File: config.mk
export PLATFORM = sky130hd
export DESIGN_NAME = aes_stream_ctrl
export DESIGN_NICKNAME = d
export VERILOG_FILES = /design/src/rtl/aes_stream_ctrl.sv
export SDC_FILE = /design/constraint.sdc
export NUM_CORES = 1
export LEC_CHECK = 0
export CORE_MARGIN = 5
export CORE_UTILIZATION = 44
export CTS_CLUSTER_DIAMETER = 50
export DETAILED_ROUTE_END_ITERATION = 8
export HOLD_SLACK_MARGIN = 0.05
export PLACE_DENSITY = 0.8
export SYNTH_ARGS = -nofsm -noshare
export SYNTH_HDL_FRONTEND = slang
export SYNTH_SLANG_ARGS = --single-unit
File: constraint.sdc
create_clock -name clk_in -period 6.6 [get_ports clk_in]
set_input_delay 0.66 -clock clk_in [delete_from_list [all_inputs] [get_ports clk_in]]
set_output_delay 0.66 -clock clk_in [all_outputs]
set_load 0.01 [all_outputs]
File: src/rtl/aes_stream_ctrl.sv
// -----------------------------------------------------------------------------
// aes_stream_ctrl
//
// Length-driven block sequencer between a word-addressed scratchpad and an
// external AES core. A job walks num_blocks_in 128-bit blocks starting at
// IN_BASE, sends each block to the core, optionally applies CBC chaining in
// either direction, and writes the results starting at OUT_BASE.
//
// Core handshake: core_init_out is a one-cycle request with core_data_out and
// core_mode_out held stable from the init cycle until the result arrives.
// The core answers with core_valid_in high for the cycle in which core_data_in
// holds the result. The result is taken only while in WAIT, and valid seen in
// any other state is dropped.
//
// Ports:
//   clk_in, rst_in          clock, asynchronous active-low reset
//   start_in, abort_in      job start pulse (idle only), synchronous abort
//   decrypt_in, cbc_in      direction and chaining mode, sampled at start
//   num_blocks_in, iv_in    block count and CBC IV, sampled at start
//   mem_addr_out            scratchpad word address (decoded from state)
//   mem_we_out              byte write enables, 4'hF during write-back only
//   mem_wdata_out           write data, zero outside write-back
//   mem_rdata_in            read data, MEM_RD_LAT cycles after the address
//   core_init_out           one-cycle core start
//   core_mode_out           core direction, 1 = decrypt
//   core_data_out           block presented to the core
//   core_data_in            core result
//   core_valid_in           core result valid
//   busy_out                job in progress
//   done_out                one-cycle completion pulse
//   error_out               sticky error for an oversized request
//   blocks_done_out         blocks written back in the current job
//   dbg_state_out           current FSM state encoding
// -----------------------------------------------------------------------------
module aes_stream_ctrl #(
   parameter int ADDR_W     = 10,
   parameter int IN_BASE    = 0,
   parameter int OUT_BASE   = 257,
   parameter int MAX_BLOCKS = 64,
   parameter int MEM_RD_LAT = 1
) (
   input  logic              clk_in,
   input  logic              rst_in,
   input  logic              start_in,
   input  logic              abort_in,
   input  logic              decrypt_in,
   input  logic              cbc_in,
   input  logic [7:0]        num_blocks_in,
   input  logic [127:0]      iv_in,
   output logic [ADDR_W-1:0] mem_addr_out,
   output logic [3:0]        mem_we_out,
   output logic [31:0]       mem_wdata_out,
   input  logic [31:0]       mem_rdata_in,
   output logic              core_init_out,
   output logic              core_mode_out,
   output logic [127:0]      core_data_out,
   input  logic [127:0]      core_data_in,
   input  logic              core_valid_in,
   output logic              busy_out,
   output logic              done_out,
   output logic              error_out,
   output logic [7:0]        blocks_done_out,
   output logic [2:0]        dbg_state_out
);

   typedef enum logic [2:0] {
      ST_IDLE  = 3'd0,
      ST_RD    = 3'd1,
      ST_START = 3'd2,
      ST_WAIT  = 3'd3,
      ST_WB    = 3'd4,
      ST_DONE  = 3'd5
   } state_e;

   localparam logic [ADDR_W-1:0] IN_BASE_A  = ADDR_W'(IN_BASE);
   localparam logic [ADDR_W-1:0] OUT_BASE_A = ADDR_W'(OUT_BASE);
   localparam logic [8:0]        MAX_BLK    = 9'(MAX_BLOCKS);
   localparam logic [1:0]        LAT_LAST   = 2'(MEM_RD_LAT);

   state_e         state_q, state_d;
   logic [7:0]     blk_q, blk_d;
   logic [1:0]     word_q, word_d;
   logic [1:0]     lat_q, lat_d;
   logic [7:0]     num_q, num_d;
   logic           dec_q, dec_d;
   logic           cbc_q, cbc_d;
   logic [127:0]   chain_q, chain_d;
   logic [127:0]   gather_q, gather_d;
   logic [127:0]   result_q, result_d;
   logic           core_init_q, core_init_d;
   logic           core_mode_q, core_mode_d;
   logic [127:0]   core_data_q, core_data_d;
   logic           busy_q, busy_d;
   logic           done_q, done_d;
   logic           error_q, error_d;
   logic [7:0]     bdone_q, bdone_d;

   logic [127:0]   gather_upd;
   logic [31:0]    res_word;
   logic           rd_beat;
   logic           last_blk;
   logic           cbc_enc;
   logic           cbc_dec;

   assign rd_beat  = (lat_q == LAT_LAST);
   assign last_blk = (blk_q == (num_q - 8'd1));
   assign cbc_enc  = cbc_q & ~dec_q;
   assign cbc_dec  = cbc_q & dec_q;

   // Block buffer with the word currently being read merged in. On the last
   // read beat this is the complete block, so START can present it at once.
   always_comb begin
      gather_upd = gather_q;
      case (word_q)
         2'd0:    gather_upd[127:96] = mem_rdata_in;
         2'd1:    gather_upd[95:64]  = mem_rdata_in;
         2'd2:    gather_upd[63:32]  = mem_rdata_in;
         default: gather_upd[31:0]   = mem_rdata_in;
      endcase
   end

   always_comb begin
      case (word_q)
         2'd0:    res_word = result_q[127:96];
         2'd1:    res_word = result_q[95:64];
         2'd2:    res_word = result_q[63:32];
         default: res_word = result_q[31:0];
      endcase
   end

   always_comb begin
      state_d     = state_q;
      blk_d       = blk_q;
      word_d      = word_q;
      lat_d       = lat_q;
      num_d       = num_q;
      dec_d       = dec_q;
      cbc_d       = cbc_q;
      chain_d     = chain_q;
      gather_d    = gather_q;
      result_d    = result_q;
      core_mode_d = core_mode_q;
      error_d     = error_q;
      bdone_d     = bdone_q;

      case (state_q)
         ST_IDLE: begin
            if (start_in && !abort_in) begin
               error_d = 1'b0;
               bdone_d = 8'd0;
               blk_d   = 8'd0;
               word_d  = 2'd0;
               lat_d   = 2'd0;
               if (num_blocks_in == 8'd0) begin
                  state_d = ST_DONE;
               end else if ({1'b0, num_blocks_in} > MAX_BLK) begin
                  error_d = 1'b1;
                  state_d = ST_DONE;
               end else begin
                  dec_d       = decrypt_in;
                  cbc_d       = cbc_in;
                  num_d       = num_blocks_in;
                  chain_d     = iv_in;
                  core_mode_d = decrypt_in;
                  state_d     = ST_RD;
               end
            end
         end
         ST_RD: begin
            // One word outstanding: the address is held until its data beat.
            if (rd_beat) begin
               gather_d = gather_upd;
               lat_d    = 2'd0;
               word_d   = word_q + 2'd1;
               if (word_q == 2'd3) begin
                  state_d = ST_START;
               end
            end else begin
               lat_d = lat_q + 2'd1;
            end
         end
         ST_START: begin
            state_d = ST_WAIT;
         end
         ST_WAIT: begin
            if (core_valid_in) begin
               if (cbc_dec) begin
                  result_d = core_data_in ^ chain_q;
                  chain_d  = gather_q;
               end else begin
                  result_d = core_data_in;
                  if (cbc_enc) begin
                     chain_d = core_data_in;
                  end
               end
               word_d  = 2'd0;
               state_d = ST_WB;
            end
         end
         ST_WB: begin
            word_d = word_q + 2'd1;
            if (word_q == 2'd3) begin
               bdone_d = bdone_q + 8'd1;
               if (last_blk) begin
                  state_d = ST_DONE;
               end else begin
                  blk_d   = blk_q + 8'd1;
                  state_d = ST_RD;
               end
            end
         end
         ST_DONE: begin
            state_d = ST_IDLE;
         end
         default: begin
            state_d = ST_IDLE;
         end
      endcase

      // Abort discards the block in flight; the write-back count is frozen.
      if (abort_in && (state_q != ST_IDLE)) begin
         state_d = ST_IDLE;
         bdone_d = bdone_q;
      end

      // Registered outputs follow the state being entered.
      core_init_d = (state_d == ST_START);
      busy_d      = (state_d != ST_IDLE);
      done_d      = (state_d == ST_DONE);
      if (state_d == ST_START) begin
         core_data_d = gather_upd ^ (cbc_enc ? chain_q : 128'd0);
      end else if (state_d == ST_WAIT) begin
         core_data_d = core_data_q;
      end else begin
         core_data_d = 128'd0;
      end
   end

   always_ff @(posedge clk_in or negedge rst_in) begin
      if (!rst_in) begin
         state_q     <= ST_IDLE;
         blk_q       <= 8'd0;
         word_q      <= 2'd0;
         lat_q       <= 2'd0;
         num_q       <= 8'd0;
         dec_q       <= 1'b0;
         cbc_q       <= 1'b0;
         chain_q     <= 128'd0;
         gather_q    <= 128'd0;
         result_q    <= 128'd0;
         core_init_q <= 1'b0;
         core_mode_q <= 1'b0;
         core_data_q <= 128'd0;
         busy_q      <= 1'b0;
         done_q      <= 1'b0;
         error_q     <= 1'b0;
         bdone_q     <= 8'd0;
      end else begin
         state_q     <= state_d;
         blk_q       <= blk_d;
         word_q      <= word_d;
         lat_q       <= lat_d;
         num_q       <= num_d;
         dec_q       <= dec_d;
         cbc_q       <= cbc_d;
         chain_q     <= chain_d;
         gather_q    <= gather_d;
         result_q    <= result_d;
         core_init_q <= core_init_d;
         core_mode_q <= core_mode_d;
         core_data_q <= core_data_d;
         busy_q      <= busy_d;
         done_q      <= done_d;
         error_q     <= error_d;
         bdone_q     <= bdone_d;
      end
   end

   // Memory side decodes straight from state and counters so that an abort
   // can suppress the write in the very cycle it arrives.
   always_comb begin
      mem_addr_out = '0;
      if (state_q == ST_RD) begin
         mem_addr_out = IN_BASE_A + ADDR_W'({blk_q, word_q});
      end else if (state_q == ST_WB) begin
         mem_addr_out = OUT_BASE_A + ADDR_W'({blk_q, word_q});
      end
   end

   assign mem_we_out      = ((state_q == ST_WB) && !abort_in) ? 4'hF : 4'h0;
   assign mem_wdata_out   = (state_q == ST_WB) ? res_word : 32'd0;
   assign core_init_out   = core_init_q & ~abort_in;
   assign core_mode_out   = core_mode_q;
   assign core_data_out   = core_data_q;
   assign busy_out        = busy_q;
   assign done_out        = done_q;
   assign error_out       = error_q;
   assign blocks_done_out = bdone_q;
   assign dbg_state_out   = state_q;

endmodule

# [Word-level counts from Yosys, hierarchy flattened]
# Cells that the tools add are included.
[classes] n_reduce_logical=23 bitwise=10 n_lt_le_gt_ge=1 shifts=0 n_div=0 multipliers=0 n_addsub=6 muxes=44 n_eq_ne=21
[ops] op="two-way mux 128 bit" n=10
[ops] op="one-hot mux 128 bit (2 select lines)" n=1
[ops] op="XOR 128 bit" n=2
[ops] op="two-way mux 32 bit" n=5
[ops] op="one-hot mux 32 bit (3 select lines)" n=1
[ops] op="two-way mux 8 bit" n=4
[ops] op="one-hot mux 8 bit (2 select lines)" n=2
[ops] op="two-way mux 3 bit" n=9
[ops] op="two-way mux 10 bit" n=2
[ops] op="adder 8 x 1 -> 8 bit, second input constant" n=2
[ops] op="inequality test 2 bit, second input constant" n=8
[ops] op="AND reduction 4 bit" n=4
[ops] op="one-hot mux 3 bit (5 select lines)" n=1
[ops] op="== test 3 x 2 -> 1 bit, second input constant" n=4
[ops] op="adder 9 x 10 -> 10 bit, first input constant" n=1
[ops] op="== test 8 bit" n=1
[ops] op="greater-than comparator 8 x 7 -> 1 bit, second input constant" n=1
[ops] op="logical NOT 8 bit" n=1
[ops] op="two-way mux 2 bit" n=4
[ops] op="one-hot mux 2 bit (4 select lines)" n=1
[ops] op="AND reduction 2 bit" n=4
[ops] op="subtractor 8 x 1 -> 8 bit, second input constant" n=1
[ops] op="== test 3 bit, second input constant" n=2
[ops] op="AND reduction 6 bit" n=1
[ops] op="18 further kinds" n=33
[word_totals] ramBits=0 regBits=549 n_memories=0 in_bits=303 latchBits=0 romBits=0 out_inout_bits=190 wordCells=121

# [Depth between registers and ports, before layout]
[logic_depth] depth_word=9 mapped_depth=11 depth_no_buf=8

# [Worst setup path before layout]
# Ideal clock, no wire load.
[synth_path] path_kind="reg2out" startpoint="register word_q[0]" endpoint="output port mem_wdata_out[11]" required_ns=5.940 setup_slack_ns=3.727 arrival_time_ns=2.213 stages_incl_launch_ff=9 cell_sequence="dfrtp_1 > ha_1 > clkbuf_8 > clkbuf_1 > buf_6 > clkbuf_1 > buf_1 > a21oi_1 > nor2_1"
[synth_via] elab_chain_cells=3
[synth_lines] item="start, declared" line="82" text="logic [1:0] word_q, word_d;"
[synth_lines] item="start signal, assigned" line="261" text="word_q <= word_d;"
[synth_lines] item="== test 2 bit (tied with other cells)" line="123" text="case (word_q)"
[synth_lines] item="one-hot mux 32 bit (3 select lines) *" line="123"
[synth_lines] item="two-way mux 32 bit *" line="291" text="assign mem_wdata_out = (state_q == ST_WB) ? res_word : 32'd0;"
[synth_lines] item="end, declared" line="52" text="output logic [31:0] mem_wdata_out,"
# Mark *: on every way between the ends. The rest lies on a longest branch, timed or not.

# [Worst setup path in the final report]
# Same ends and word-level chain as after synthesis.

==> impl_metrics.yaml <==
logic_synthesis:
  synth_edf_count: 0
  yosysWarnings: 0
  syn-cell-area_mm2: 0.0286
  syn_avg_cell_area_um2: 8.25
  syn-instance-count: 3465
  ys_seq_area_frac: 0.481
  syn_nets: 3775
  ys_ff_latch: 549
  synth_ff_type: "dfrtp_1"
  ys_types: 59
  async_flop_share: 1.00
die:
  die_area_mm2: 0.0702
  ios: 493
  initial_core_util: 0.444
  dieWidth_um: 265
  die_y_um: 265
  rows: 93
  core_mm2: 0.0645
finish:
  nets: 4101
  area_growth_pct: 27.4
  finish.utilization: 0.565
  drive_gt1_frac: 0.0465
  stdcell_area_mm2: 0.0364
power_and_ir_drop:
  leakage_nw: 15.5
  power_w: 0.0143
  irDropWorstVdd_uv: 244
  powerDensity_mw_per_mm2: 391
route:
  dr.pass1.iters: 9
  top_layer_used: "met5"
  wl_met1_mm: 46.0
  wl_met2_mm: 51.2
  routedWlPerCell_um: 24.2
  route.met3.wl_mm: 11.4
  drtIter0Drc: 3152
  wirelength_mm: 114
  detail_route.vias_per_cell: 5.71
  drc: 0
  vias: 26900
  ant_nets: 0
worst_hold_path:
  hp-class: "in -> async"
place:
  portBuffers: 492
  gp_congestion: 0.885
  place_area_mm2: 0.0339
  post-place-ws_ns: 2.72
  dp_hpwl_mm: 78.6
setup_path:
  crit_path_start_kind: "flop"
  cp.arrival_ns: 3.83
  cp-end-kind: "output pin"
  required_ns: 5.94
  path_max_fanout: 64
  critPathKind: "reg -> out"
timing:
  rsz0062_at_grt: "no"
  finalSetupViolations: 0
  skew_ns: 0.0275
  fin_crit_ns: 4.49
  tightest_slew_ns: 1.32
  fin_crit_sh: 0.680
  final_hold_viol_count: 0
  fin_setup_tns_ns: 0
  slew_violations: 0
  relSlewSlack: 0.117
  setup_ws_ns: 2.11
  fmax_ghz: 0.223
global_route:
  grt_max_degree: 180
  antenna_found_initial: 20
  grt_pass1_vias: 25400
  grt_pass1_wl_mm: 165
  grt-ovfl-total: 0
  gr-usage-all-layers: 0.311
clocking:
  post_cts_buffers: 0
  cts.path.max_buffers: 3
  clock_latency_ns: 0.62
  cts.sinks: 549
  clk_pin_slew_ns: 0.05
  htreeDepth: 3
  clock-root-buffer: "clkbuf_16"
  post_cts_resize_count: 0
  tritoncts: "yes"
  cts_made_buffers: 73
  ctsHoldBuffers: 0
flow_run:
  cap_violations: 0
status:
  status: "complete, no violations"
==> worst max-delay path: stages (launching register included) <==
cell	delay, ns
dfrtp_1	0.50
inv_1	0.25
ha_4	0.89
a222oi_1	0.26
nor2_1	0.18
a21oi_1	0.06
nor2_1	0.37
clkdlybuf4s50_1	0.62
==> synth_stat cells, drive strengths merged, types with 4 or more instances <==
cell    number  share of area
clkbuf     242          0.033
mux2i      132          0.046
and2         4        0.00088
o21ai      281          0.049
o31ai        4         0.0011
nor3         6         0.0011
inv         10         0.0013
nor2       219          0.029
nor2b        5         0.0011
dfrtp      549           0.48
buf         24         0.0048
ha           7         0.0031
nand4        6         0.0013
xor2       263          0.081
mux2         8         0.0032
and3         4        0.00092
a222oi      32          0.011
a21oi      554          0.097
nand3       10         0.0018
nand2     1055           0.14
xnor2        7         0.0021
a31oi        4        0.00088
==> final cells by class <==
class	instances	area, um^2
diodes	13	32.5
inverters	10	37.5
multi-input cells	2640	13900
fillers	5746	28000
repair buffers	517	5220
flip-flops and latches	549	13700
well taps	855	1070
clock inverters	39	445
clock buffers	91	2030
==> through the flow <==
| step | cells | hold WS [ns] |
|---|---|---|
| 2_1_floorplan | 3465 | 0.364 |
| 3_3_place_gp | 4571 | 0.452 |
| 3_5_place_dp | 4571 | 0.456 |
| 4_1_cts | 4701 | 0.165 |
| 5_1_grt | 4707 | 0.193 |
| 6_report | 4714 | 0.0807 |
==> metal layers <==
metal | GRT usage | up-vias
met5 | 0 | -
met1 | 0.427 | 12900
met3 | 0.0732 | 274
met2 | 0.479 | 1578
met4 | 0.131 | 14
li1 | - | 12200
==> power by group <==
| group | switching, W | internal [W] | total, W | leakage (nW) |
|---|---|---|---|---|
| combinational | 0.00343 | 0.00177 | 0.00521 | 7.40 |
| clock | 0.00161 | 0.00248 | 0.00409 | 1.22 |
| sequential | 0.000735 | 0.00422 | 0.00496 | 6.87 |
| total | 0.00578 | 0.00847 | 0.0143 | 15.5 |
==> sequential cells by signal (all words and copies together) (netlist names) <==
| signal | count |
|---|---|
| error_out | 1 |
| lat_q | 2 |
| num_q | 8 |
| core_mode_out | 1 |
| core_data_out | 128 |
| dbg_state_out | 3 |
| busy_out | 1 |
| blk_q | 8 |
| core_init_q | 1 |
| done_out | 1 |
| blocks_done_out | 8 |
| gather_q | 128 |
| result_q | 128 |
| word_q | 2 |
| chain_q | 128 |
| cbc_q | 1 |
==> final timing paths <==
| path | startpoint | endpoint | slack [ns] | cells past startpoint |
|---|---|---|---|---|
| max reg2reg | dbg_state_out[0]$_DFF_PN0_ | core_data_out[70]$_DFFE_PN0P_ | 2.89 | 7 |
| max in group asynchronous | rst_in | core_data_out[18]$_DFFE_PN0P_ | 4.91 | 2 |
| min | rst_in | num_q[1]$_DFFE_PN0P_ | 0.08 | 1 |
| min reg2reg | error_out$_DFFE_PN0P_ | error_out$_DFFE_PN0P_ | 0.47 | 2 |
| max | word_q[0]$_DFFE_PN0P_ | mem_wdata_out[11] | 2.11 | 7 |
| min in group clk_in | error_out$_DFFE_PN0P_ | error_out$_DFFE_PN0P_ | 0.47 | 2 |
==> cell usage in the layout, fill, tap and decap left out, types with 13 or more instances in the layout <==
master,n
buf_4,17
o21ai_1,20
dfrtp_1,549
clkbuf_16,77
nor2_1,219
nand2_1,1052
a222oi_1,32
a21oi_1,554
o21ai_0,261
clkdlybuf4s50_1,491
xor2_1,263
diode_2,13
mux2i_1,132
==> cell families after synthesis <==
kind of cell | Yosys count | share of synthesized area
simple gates | 1329 | 0.180
compound gates | 894 | 0.166
flops | 549 | 0.481
buf+inv | 276 | 0.0386
xor+xnor | 270 | 0.0827
mux | 140 | 0.0494
fa+ha+maj | 7 | 0.00306
Note: power is estimated with default switching activity, not from simulation.
